File: config.mk
export PLATFORM = sky130hd
export DESIGN_NAME = demux_dispatcher
export DESIGN_NICKNAME = d
export VERILOG_FILES = /design/src/rtl/demux_pkg.sv /design/src/rtl/demux1x4.sv /design/src/rtl/demux_dispatcher.sv
export SDC_FILE = /design/constraint.sdc
export NUM_CORES = 1
export LEC_CHECK = 0
export ABC_AREA = 0
export CAP_MARGIN = 30
export CORE_MARGIN = 2
export CORE_UTILIZATION = 46
export CTS_CLUSTER_DIAMETER = 100
export DETAILED_ROUTE_END_ITERATION = 8
export HOLD_SLACK_MARGIN = 0.08
export PLACE_DENSITY = 0.91
export SYNTH_ARGS = -nofsm -noshare
export SYNTH_HDL_FRONTEND = slang
export SYNTH_SLANG_ARGS = --single-unit
File: constraint.sdc
create_clock -name clk_i -period 3.1 [get_ports clk_i]
set_input_delay 0.62 -clock clk_i [delete_from_list [all_inputs] [get_ports clk_i]]
set_output_delay 0.62 -clock clk_i [all_outputs]
set_load 0.02 [all_outputs]
File: src/rtl/demux_pkg.sv
// Shared definitions for the demux dispatcher.
// Contents: channel count, select width, FSM state encoding and the
// default burst length used by the dispatcher top level.
package demux_pkg;

  localparam int NUM_CH        = 4;
  localparam int SEL_W         = 2;
  localparam int BURST_LEN_DEF = 4;

  // Output register is either empty (IDLE) or holds one beat (HOLD).
  typedef enum logic {
    IDLE = 1'b0,
    HOLD = 1'b1
  } state_t;

endpackage

File: src/rtl/demux1x4.sv
// One-hot 1-to-4 demultiplexer.
// Ports:
//   x_i   - input bit to route
//   sel_i - output index that receives x_i
//   y_o   - outputs; only y_o[sel_i] may be high
module demux1x4
  import demux_pkg::*;
(
  input  logic              x_i,
  input  logic [SEL_W-1:0]  sel_i,
  output logic [NUM_CH-1:0] y_o
);

  // Route x_i onto the selected output, all other outputs low.
  always_comb begin
    y_o = 4'b0000;
    case (sel_i)
      2'd0:    y_o = {3'b000, x_i};
      2'd1:    y_o = {2'b00, x_i, 1'b0};
      2'd2:    y_o = {1'b0, x_i, 2'b00};
      2'd3:    y_o = {x_i, 3'b000};
      default: y_o = 4'b0000;
    endcase
  end

endmodule

File: src/rtl/demux_dispatcher.sv
// Burst dispatcher: accepts one upstream beat at a time into a single
// output register and presents it on one of four channels, chosen either
// round-robin per burst or from dest_i per burst.
// Ports:
//   clk_i, rst_i        - clock, asynchronous active-high reset
//   en_i                - allows acceptance of new beats
//   mode_i, dest_i      - 0: round-robin, 1: fixed channel dest_i
//   s_valid_i/s_ready_o/s_data_i - upstream handshake and payload
//   m_valid_o/m_ready_i - per-channel handshake
//   m_data_o            - held payload, shared by all channels
//   sel_o               - current channel index
//   busy_o              - beat held or burst still open
module demux_dispatcher
  import demux_pkg::*;
#(
  parameter int DATA_W    = 8,
  parameter int BURST_LEN = BURST_LEN_DEF
) (
  input  logic              clk_i,
  input  logic              rst_i,
  input  logic              en_i,
  input  logic              mode_i,
  input  logic [SEL_W-1:0]  dest_i,
  input  logic              s_valid_i,
  output logic              s_ready_o,
  input  logic [DATA_W-1:0] s_data_i,
  output logic [NUM_CH-1:0] m_valid_o,
  input  logic [NUM_CH-1:0] m_ready_i,
  output logic [DATA_W-1:0] m_data_o,
  output logic [SEL_W-1:0]  sel_o,
  output logic              busy_o
);

  localparam logic [7:0] LAST_BEAT = 8'(BURST_LEN - 1);

  state_t            state_r;
  state_t            state_nxt_s;
  logic [DATA_W-1:0] data_r;
  logic [SEL_W-1:0]  sel_r;
  logic [SEL_W-1:0]  rr_ptr_r;
  logic [7:0]        beat_cnt_r;
  logic              burst_fixed_r;   // current burst was opened in fixed mode
  logic              accept_s;
  logic              handshake_s;

  // State register.
  always_ff @(posedge clk_i or posedge rst_i) begin
    if (rst_i) begin
      state_r <= IDLE;
    end else begin
      state_r <= state_nxt_s;
    end
  end

  // Next-state decode, upstream ready and handshake strobes.
  always_comb begin
    state_nxt_s = state_r;
    s_ready_o   = 1'b0;
    accept_s    = 1'b0;
    handshake_s = 1'b0;
    case (state_r)
      IDLE: begin
        s_ready_o = en_i;
        accept_s  = s_valid_i & en_i;
        if (accept_s) begin
          state_nxt_s = HOLD;
        end else begin
          state_nxt_s = IDLE;
        end
      end
      HOLD: begin
        // Only the ready of the selected channel can release the beat.
        handshake_s = m_ready_i[sel_r];
        if (handshake_s) begin
          state_nxt_s = IDLE;
        end else begin
          state_nxt_s = HOLD;
        end
      end
      default: begin
        state_nxt_s = IDLE;
      end
    endcase
  end

  // Payload capture, per-burst channel choice, beat counting and pointer.
  always_ff @(posedge clk_i or posedge rst_i) begin
    if (rst_i) begin
      data_r        <= '0;
      sel_r         <= 2'd0;
      rr_ptr_r      <= 2'd0;
      beat_cnt_r    <= 8'd0;
      burst_fixed_r <= 1'b0;
    end else begin
      if (accept_s) begin
        data_r <= s_data_i;
        // Channel and mode are latched only when a burst opens.
        if (beat_cnt_r == 8'd0) begin
          sel_r         <= mode_i ? dest_i : rr_ptr_r;
          burst_fixed_r <= mode_i;
        end
      end
      if (handshake_s) begin
        if (beat_cnt_r == LAST_BEAT) begin
          beat_cnt_r <= 8'd0;
          if (!burst_fixed_r) begin
            rr_ptr_r <= sel_r + 2'd1;
          end
        end else begin
          beat_cnt_r <= beat_cnt_r + 8'd1;
        end
      end
    end
  end

  demux1x4 u_demux (
    .x_i   (state_r == HOLD),
    .sel_i (sel_r),
    .y_o   (m_valid_o)
  );

  assign m_data_o = data_r;
  assign sel_o    = sel_r;
  assign busy_o   = (state_r == HOLD) | (beat_cnt_r != 8'd0);

endmodule
==> Word-level counts from Yosys, hierarchy flattened <==
Cells that the tools add are included.
W data, S select, Z words.
{ "word_totals": {"ff_bits": 22, "inputBits": 19, "out_inout_bits": 16, "wordCells": 33} }
{ "classes": {"addsub": 2, "order_cmp": 1, "n_eq_ne": 4, "muxes": 11, "bitwise": 4, "n_reduce_logical": 5} }
{ "op_table": {"columns": ["cell", "count"], "rows": [
  ["$pmux W4 S4", 1],
  ["$add A8 B1 Y8 const B", 1],
  ["$eq A8 B2 Y1 const B", 1],
  ["$logic_not A8 Y1", 1],
  ["$mux W8", 1],
  ["$reduce_bool A8 Y1", 1],
  ["$mux W1", 6],
  ["$eq A2 B2 Y1 const B", 2],
  ["$lt A2 B3 Y1 const B", 1],
  ["$reduce_and A3 Y1", 1],
  ["$add A2 B1 Y2 const B", 1],
  ["$bmux W1 S2", 1],
  ["$eq A2 B1 Y1 const B", 1],
  ["$logic_not A2 Y1", 1],
  ["$mux W2", 1],
  ["$not A1 Y1", 2],
  ["$pmux W1 S2", 1],
  ["$reduce_and A2 Y1", 1],
  ["$and A1 B1 Y1", 1],
  ["$or A1 B1 Y1", 1]
]} }

==> Logic depth before layout (Yosys ltp) <==
Gate-level depths: netlist (run 1).
{ "depth": {"ltp_word": 4, "ltp_mapped": 4, "depth_no_buf": 4} }

==> Modules after synthesis <==
From an unflattened synthesis (run 1), not the netlist that was laid out.
{ "hier_totals": {"hier_cells": 92, "hier_area_um2": 1078.5} }
{ "modules_own_cells": {"columns": ["module", "instances", "cells_per_inst", "area_each_um2"], "rows": [
  ["demux_dispatcher", 1, 88, 1041.0],
  ["demux1x4", 1, 4, 37.5]
]} }

==> Least setup slack after synthesis (run 1) <==
No wires, ideal clock.
{ "synth_timing": {"kind": "flip-flop to output port", "start": "register sel_r[0] (netlist: sel_o[0])", "end": "output port m_valid_o[2]", "arrival_time_ns": 1.411, "setup_slack_ns": 1.069, "path_stages_with_launch": 4, "cell_sequence": "dfrtp_1 inv_1 ha_1 nor3b_1"} }
{ "synth_between": {"elab_chain_len": 2, "word_cells_on_any_way": 5} }
{ "synth_lines": {"columns": ["element", "line", "source"], "rows": [
  ["from (decl)", "demux_dispatcher.sv:39", "logic [SEL_W-1:0] sel_r;"],
  ["from (signal assigned)", "demux_dispatcher.sv:99", "sel_r <= mode_i ? dest_i : rr_ptr_r;"],
  ["$eq A2 B2 Y1 (tied with other cells)", "demux1x4.sv:17", "case (sel_i)"],
  ["$pmux W4 S4 (*)", "demux1x4.sv:17", null],
  ["to (decl)", "demux_dispatcher.sv:27", "output logic [NUM_CH-1:0] m_valid_o,"]
]} }
Every way passes the cells marked *; elsewhere a longest branch is shown, timed or not.

==> Final worst setup path (run 1) <==
Same ends and word-level chain as after synthesis.

==> flow_summary.ini, run 1 <==
[status]
status = finished clean

[run]
cap_violations = 0

[logic_synthesis]
ys_ff_latch = 22
synth_area_um2 = 1160
netlist.area_leader.share_pct = 47.4
ys_seq_area_share_pct = 47.4
synthFlopType = dfrtp_1
yosysWarnings = 0
synth_most_common_cell = dfrtp_1
async_reset_ff_share_pct = 100
ys_types = 29
yosysTopAreaCell = dfrtp_1
syn_area_per_cell_um2 = 12.5
synth_nets = 118
postSynthCellCount = 93
synthTopCellsByArea = dfrtp_1 (47%), mux2_2 (11%), ha_1 (6.5%)
synth-edff-count = 0
synth_common_cells = dfrtp_1 (22), mux2_2 (11), ha_1 (6), inv_1 (6), nand4_1 (5)

[die]
fp.dieArea_um2 = 2950
std_cell_rows = 18
start_util_pct = 47.8
die_w_um = 54.3
die_h_um = 54.3
io_pins = 35
coreArea_um2 = 2430

[sta]
setup_tns_ps = 0
slew_viol_final = 0
tightest_slew_ps = 797
finalCritPeriodShare_pct = 84.7
period_needed_ps = 2630
fmax_ghz = 0.381
fin_ws_ps = 474
rsz0062_at_grt = false
setup_viol = 0
fin_worst_skew_ps = 14.4
finalHoldViolations = 0
slew-limit-headroom_pct = 46.8

[global_route]
overflow = 0
grt_start_max_net_pins = 23
track_usage_pct = 18.9
antenna_found_initial = 0
grt_pass1_wl_um = 3950
grt_pass1_vias = 938

[setup_path]
start_kind = flip-flop
required_ps = 2480
crit_family = buffers and inverters
path_cells = inv_1 > ha_1 > nor3b_1 > clkdlybuf4s50_1
crit_slowest_cell = clkdlybuf4s50_1
path_buf_inv = 2
end_kind = primary output
critical_path_class = reg2out
ff2ff_path_depth = 4
arrival_ps = 2010
critPathMaxFanout = 5
worst_path_largest_cell_delay_ps = 640
reg2reg_slack_ps = 1060
path_depth = 4

[clock_tree]
clkSinkCount = 22
clk_latency_ps = 320
htree_levels = 1
numCtsBuffers = 3
cts_hold_buffers = 0
root_buffer = clkbuf_4
cts_setup_buffers = 0
cts.repair.resized = 0
cts_tree = yes
ctsLongestPathBuffers = 2
clk_pin_slew_ps = 140

[route]
drc = 0
routed_wl_um = 2500
detail_route.vias_per_cell = 5.56
ant_nets = 0
drt_iter0_drc = 13
firstDrtPassIters = 4
wl_per_cell_um = 15.8
num_vias = 879

[power_and_ir_drop]
p_int_uw = 836
vdd_drop_max_mv = 0.532
seq_power_share_pct = 36.0
pwr-share-comb_pct = 46.9
power.switching_uw = 471
swShare_pct = 36.0
pwr-share-clk_pct = 17.1
p_total_uw = 1310
p_leak_uw = 0.000713
power_density_nw_per_um2 = 831

[cells_and_area]
layout.nets = 154
drive_gt1_share_pct = 18.0
antennaDiodeCount = 0
final_cell_area_um2 = 1570
area_growth_syn_to_layout_pct = 35.3

[place]
placed_area_um2 = 1520
port_buffers = 34
pre_cts_slack_ps = 646
gp_congestion = 0.739
dp.final_hpwl_um = 1870

[hold_path]
hold_depth = 1
min_path_type = reg2reg
layout by cell type, fill, tap and decap left out, types with 2 or more instances in the layout:
master | synthesis | layout
ha_1 | 6 | 6
mux2_4 | 3 | 3
and3_1 | 3 | 3
clkdlybuf4s50_1 | 0 | 34
nand4_1 | 5 | 5
and2_1 | 3 | 3
xnor2_1 | 3 | 3
nor3b_1 | 3 | 3
mux2_2 | 11 | 11
inv_1 | 6 | 6
a21oi_1 | 4 | 4
mux2i_1 | 4 | 4
nor2b_1 | 2 | 2
a31oi_1 | 2 | 2
clkbuf_4 | 0 | 3
dfrtp_1 | 22 | 22
nand3_1 | 2 | 2
routing by layer:
metal	share of wire (%)	vias up	track usage, %
met3	5.4	7	1.09
met5	0	-	0
met1	41	427	22.5
met2	51	39	33.1
li1	-	406	-
met4	2.9	0	12.1
power groups by stage:
stage	logic [µW]	clock network [µW]	registers, µW
detailed placement	614	0	475
CTS	618	224	469
finish	613	223	471
floorplan	321	0	520
global placement	590	0	466
global route	663	238	485
cell families (layout without fill, tap and decap cells):
logic type | count (synthesis) | in the layout | synth area share (%)
flops | 22 | 22 | 47.4
xor+xnor | 3 | 3 | 2.26
mux | 19 | 19 | 19.9
simple gates | 25 | 25 | 15.5
buf+inv | 9 | 44 | 3.66
fa+ha+maj | 6 | 6 | 6.46
compound gates | 9 | 9 | 4.84
layout make-up:
| class | instances | area [µm²] |
|---|---|---|
| Clock buffer | 3 | 22.5 |
| Clock inverter | 1 | 30.0 |
| Fill cell | 195 | 860 |
| Inverter | 6 | 22.5 |
| Multi-Input combinational cell | 62 | 569 |
| Sequential cell | 22 | 551 |
| Tap cell | 30 | 37.5 |
| Timing Repair Buffer | 34 | 340 |
registers in the layout, summed over array words and instances (netlist names):
signal,flops
sel_o,2
burst_fixed_r,1
beat_cnt_r,8
m_data_o,8
rr_ptr_r,2
state_r,1
path summary, 6_finish.rpt:
check	from	endpoint
setup reg to reg	beat_cnt_r[0]	rr_ptr_r[1]
max in group asynchronous	rst_i	beat_cnt_r[2]
hold reg to reg	m_data_o[0]	m_data_o[0]
min in group asynchronous	rst_i	burst_fixed_r
hold / removal	m_data_o[0]	m_data_o[0]
setup / recovery	sel_o[0]	m_valid_o[2]
metrics by stage:
| stage | utilization, % | hold slack, ps | cells |
|---|---|---|---|
| 2_1_floorplan | - | 480 | 93 |
| 3_3_place_gp | 62.5 | 488 | 154 |
| 3_5_place_dp | 62.5 | 499 | 154 |
| 4_1_cts | 64.7 | 529 | 158 |
| 5_1_grt | 64.7 | 552 | 158 |
| 6_report | 64.7 | 525 | 158 |
No activity file was read; power rests on OpenSTA's default activity.
==> run 2: changes to the inputs <==
==> constraint.sdc (replaced) <==
create_clock -name clk_i -period 2.7 [get_ports clk_i]
set_input_delay 0.54 -clock clk_i [delete_from_list [all_inputs] [get_ports clk_i]]
set_output_delay 0.54 -clock clk_i [all_outputs]
set_load 0.02 [all_outputs]
==> run 2 against run 1 <==
Count of clock-buffer cells in the layout unchanged. Utilization is 0.67 points higher. Sequential power rose by 15%. Hold slack got worse by 2.0 ps. Sequential cell count is the same. Setup slack lost 290 ps. First-iteration DRC count fell by 23%. Final area rose by 1.0%. Largest cell class unchanged.
==> flow_summary.ini, run 2 (same netlist as run 1, synthesis figures left out) <==
[status]
status = finished clean

[die]
start_util_pct = 47.8
die_w_um = 54.3
fp.dieArea_um2 = 2950
io_pins = 35
coreArea_um2 = 2430
std_cell_rows = 18
die_h_um = 54.3

[route]
wl_per_cell_um = 15.7
num_vias = 858
routed_wl_um = 2510
drc = 0
ant_nets = 0
firstDrtPassIters = 4
detail_route.vias_per_cell = 5.36
drt_iter0_drc = 10

[clock_tree]
htree_levels = 1
root_buffer = clkbuf_4
clk_pin_slew_ps = 130
clk_latency_ps = 320
clkSinkCount = 22
cts_tree = yes
ctsLongestPathBuffers = 2
numCtsBuffers = 3
cts_hold_buffers = 0

[power_and_ir_drop]
p_leak_uw = 0.000721
vdd_drop_max_mv = 0.601
p_total_uw = 1500
power_density_nw_per_um2 = 944

[cells_and_area]
area_growth_syn_to_layout_pct = 36.7
final_common_cell = clkdlybuf4s50_1
num-fill-cells = 202
antennaDiodeCount = 0
drive_gt1_share_pct = 20.0
layout.nets = 156
final_cells = 160
layout_common_cells = clkdlybuf4s50_1 (34), dfrtp_1 (21), mux2_2 (11)

[sta]
setup_viol = 0
fmax_ghz = 0.398
period_needed_ps = 2510
slew-limit-headroom_pct = 45.7
fin_worst_skew_ps = 3.47
rsz0062_at_grt = false
tightest_slew_ps = 813
setup_tns_ps = 0
finalHoldViolations = 0
slew_viol_final = 0
finalCritPeriodShare_pct = 93.0
holdWs_ps = 523

[setup_path]
ff2ff_path_depth = 4
reg2reg_slack_ps = 760
critPathMaxFanout = 14
worst_path_largest_cell_delay_ps = 630
critical_path_class = reg2out
timing.rr.start = beat_cnt_r[0]
required_ps = 2160
arrival_ps = 1970
path_cells = inv_1 > nor3b_1 > clkdlybuf4s50_1
end_kind = primary output
reg2reg_to = rr_ptr_r[0]
crit_slowest_cell = clkdlybuf4s50_1
start_kind = flip-flop

[global_route]
overflow = 0
grt_start_max_net_pins = 23
grt_pass1_wl_um = 3860
track_usage_pct = 18.7
busiest_layer = met2
use_met3_pct = 1.09
antenna_found_initial = 0
use_met2_pct = 33.9
grt_pass1_vias = 885
use_met1_pct = 22.0

[hold_path]
min_to = m_data_o[7]
hold_depth = 1
hold_start = m_data_o[7]
min_path_type = reg2reg

[place]
gp_congestion = 0.712
dp.final_hpwl_um = 1930
port_buffers = 34
placed_cells = 156

[run]
cap_violations = 0
-- run 2: changes by cell type in the layout (fill, tap and decap cells not counted), sizes merged --
cell  previous run  this run
buf              0         2
-- run 2: how the worst max path moves through the flow --
stage / from / to / slack (ps) / depth (start not counted)
floorplan: sel_o[0] / m_valid_o[2] / 750 / 3
global placement: en_i / s_ready_o / 430 / 3
detailed placement: en_i / s_ready_o / 400 / 3
CTS: sel_o[0] / m_valid_o[2] / 100 / 4
global route: state_r / m_valid_o[3] / 20 / 3
finish: state_r / m_valid_o[3] / 190 / 3
-- run 2: final cells by class --
type	instances	area, µm²	share of cell area [%]
Multi-Input combinational cell	62	569	35.8
Inverter	6	22.5	1.42
Clock inverter	1	30.0	1.89
Timing Repair Buffer	36	355	22.4
Sequential cell	22	552	34.7
Tap cell	30	37.5	2.36
Clock buffer	3	22.5	1.42
-- run 2: metrics by stage --
| step | worst slack (ps) | utilization, % | instance area [µm²] |
|---|---|---|---|
| final | 188 | 65.3 | 1590 |
| after global routing | 19.5 | 65.3 | 1590 |
| after CTS | 104 | 65.3 | 1590 |
| after detailed placement | 401 | 63.1 | 1540 |
| after global placement | 427 | 63.1 | 1540 |
| after floorplan | 749 | - | 1160 |
-- run 2: worst max-delay path: cells and delay by family, from the launching register on --
family                 cells  cell delay [ps]
buffers and inverters      2              800
DFF                        1              620
and+or+nand+nor            1              230
-- run 2: timing repair --
item | CTS | global route
buffers inserted | 0 | 0
endpoints found under the setup margin | 0 | 2
gates resized for setup | 0 | 1
-- run 2: power breakdown --
group	leakage, µW	total, µW	internal (µW)	switching (µW)
Sequential	0.000275	542	439	103
Combinational	0.000418	701	372	329
Clock	0.0000279	257	150	107
Total	0.000721	1500	962	539
-- run 2: per-layer routing --
layer	part of all wire, %	wire [µm]	vias up
li1	-	-	409
met1	40	1000	412
met2	53	1320	32
met3	5.5	137	5
met4	1.8	46	0
met5	0	0	-
==> run 3: changes to the inputs <==
==> constraint.sdc (replaced) <==
create_clock -name clk_i -period 2.5 [get_ports clk_i]
set_input_delay 0.5 -clock clk_i [delete_from_list [all_inputs] [get_ports clk_i]]
set_output_delay 0.5 -clock clk_i [all_outputs]
set_load 0.02 [all_outputs]
==> run 3 against run 2 <==
Setup slack better by 27 ps. Cell count increased by 1.9%. Via count increased by 2.0%. Utilization grew 1.0 points. Register-to-register slack about the same. Routed wire length is 5.5% higher. Sequential power rose by 3.9%. Critical path type unchanged. Largest cell class unchanged. Largest power group unchanged.
==> flow_summary.ini, run 3 (same netlist as run 1, synthesis figures left out) <==
[cells_and_area]
layout_common_cells = clkdlybuf4s50_1 (31), dfrtp_1 (22), mux2_2 (11)
final_common_cell = clkdlybuf4s50_1
layout.nets = 159
antennaDiodeCount = 0
num-fill-cells = 198
area_growth_syn_to_layout_pct = 38.9
final_cells = 163
finish.utilization_pct = 66.4
drive_gt1_share_pct = 21.1

[global_route]
grt_start_max_net_pins = 23
overflow = 0
track_usage_pct = 19.9
grt_pass1_wl_um = 4060
grt_pass1_vias = 958
antenna_found_initial = 0

[power_and_ir_drop]
p_leak_uw = 0.000777
power_density_nw_per_um2 = 1020
vdd_drop_max_mv = 0.852
p_total_uw = 1640

[clock_tree]
ctsLongestPathBuffers = 2
cts_setup_buffers = 0
root_buffer = clkbuf_4
cts_hold_buffers = 0
clk_latency_ps = 320
htree_levels = 1
cts_tree = yes
numCtsBuffers = 3
clk_pin_slew_ps = 130
clkSinkCount = 22
cts.repair.resized = 1

[die]
die_w_um = 54.3
coreArea_um2 = 2430
fp.dieArea_um2 = 2950
start_util_pct = 47.8
io_pins = 35
die_h_um = 54.3
std_cell_rows = 18

[sta]
finalCritPeriodShare_pct = 91.4
finalHoldViolations = 0
tightest_slew_ps = 276
period_needed_ps = 2280
slew-limit-headroom_pct = 81.6
fmax_ghz = 0.438
setup_viol = 0
slew_viol_final = 0
setup_tns_ps = 0
rsz0062_at_grt = false
fin_worst_skew_ps = 4.07

[route]
drc = 0
drt_iter0_drc = 14
num_vias = 875
detail_route.vias_per_cell = 5.37
firstDrtPassIters = 4
wl_per_cell_um = 16.2
routed_wl_um = 2650
ant_nets = 0

[setup_path]
critical_path_class = reg2out
crit_family = buffers and inverters
reg2reg_to = beat_cnt_r[0]
ff2ff_path_depth = 3
worst_path_largest_cell_delay_ps = 560
end_kind = primary output
timing.rr.start = sel_o[0]
path_buf_inv = 1
crit_slowest_cell = clkdlybuf4s50_1
start_kind = flip-flop
reg2reg_slack_ps = 750
path_cells = nor4_4 > nand4_1 > clkdlybuf4s50_1
required_ps = 2000
arrival_ps = 1780
critPathMaxFanout = 6

[run]
cap_violations = 0

[hold_path]
min_path_type = in2async

[place]
gp_congestion = 0.770
port_buffers = 34
placed_cells = 159
dp.final_hpwl_um = 2020

[status]
status = finished clean
[run 3: changes by cell type in the layout (fill, tap and decap cells not counted)]
cell / delta
dfrtp_1: +1
dfrtp_2: -1
clkdlybuf4s50_1: -3
dlymetal6s2s_1: +2
buf_4: +3
dlygate4sd2_1: +1
[run 3: through the flow]
stage | hold slack [ps] | instance area (µm²) | setup WS [ps]
floorplan | 480 | 1160 | 589
detailed placement | 495 | 1560 | 299
global placement | 490 | 1560 | 313
finish | 491 | 1610 | 216
global route | 507 | 1610 | 108
CTS | 495 | 1610 | 0.868
[run 3: area by class of cell]
class / count / area [µm²] / area share, %
clock buffer: 3 / 22.5 / 1.40
clock inverter: 1 / 30.0 / 1.86
inverter: 6 / 22.5 / 1.40
multi-input combinational: 62 / 569 / 35.3
sequential: 22 / 551 / 34.1
tap: 30 / 37.5 / 2.33
timing repair buffer: 39 / 382 / 23.6
[run 3: worst min-delay path, delay by kind of cell]
kind / cells / cell delay, ps
buffers and inverters: 3 / 710
[run 3: worst max-delay path by stage]
| stage | depth (start not counted) | startpoint | endpoint |
|---|---|---|---|
| 2_1_floorplan | 3 | sel_o[0] | m_valid_o[2] |
| 4_1_cts | 4 | sel_o[0] | m_valid_o[3] |
| 3_5_place_dp | 4 | sel_o[0] | m_valid_o[2] |
| 6_report | 3 | beat_cnt_r[2] | busy_o |
| 5_1_grt | 4 | sel_o[0] | m_valid_o[2] |
| 3_3_place_gp | 3 | en_i | s_ready_o |
[run 3: routing by layer]
layer / track usage (%) / part of all wire [%]
met1: 21.6 / 39
met2: 36.1 / 52
met3: 1.91 / 5.7
met4: 13.8 / 2.9
met5: 0 / 0
[run 3: power breakdown]
| group | leakage (µW) | internal (µW) | switching [µW] |
|---|---|---|---|
| clock network | 0.0000279 | 162 | 117 |
| logic | 0.000472 | 416 | 384 |
| registers | 0.000277 | 473 | 89.4 |
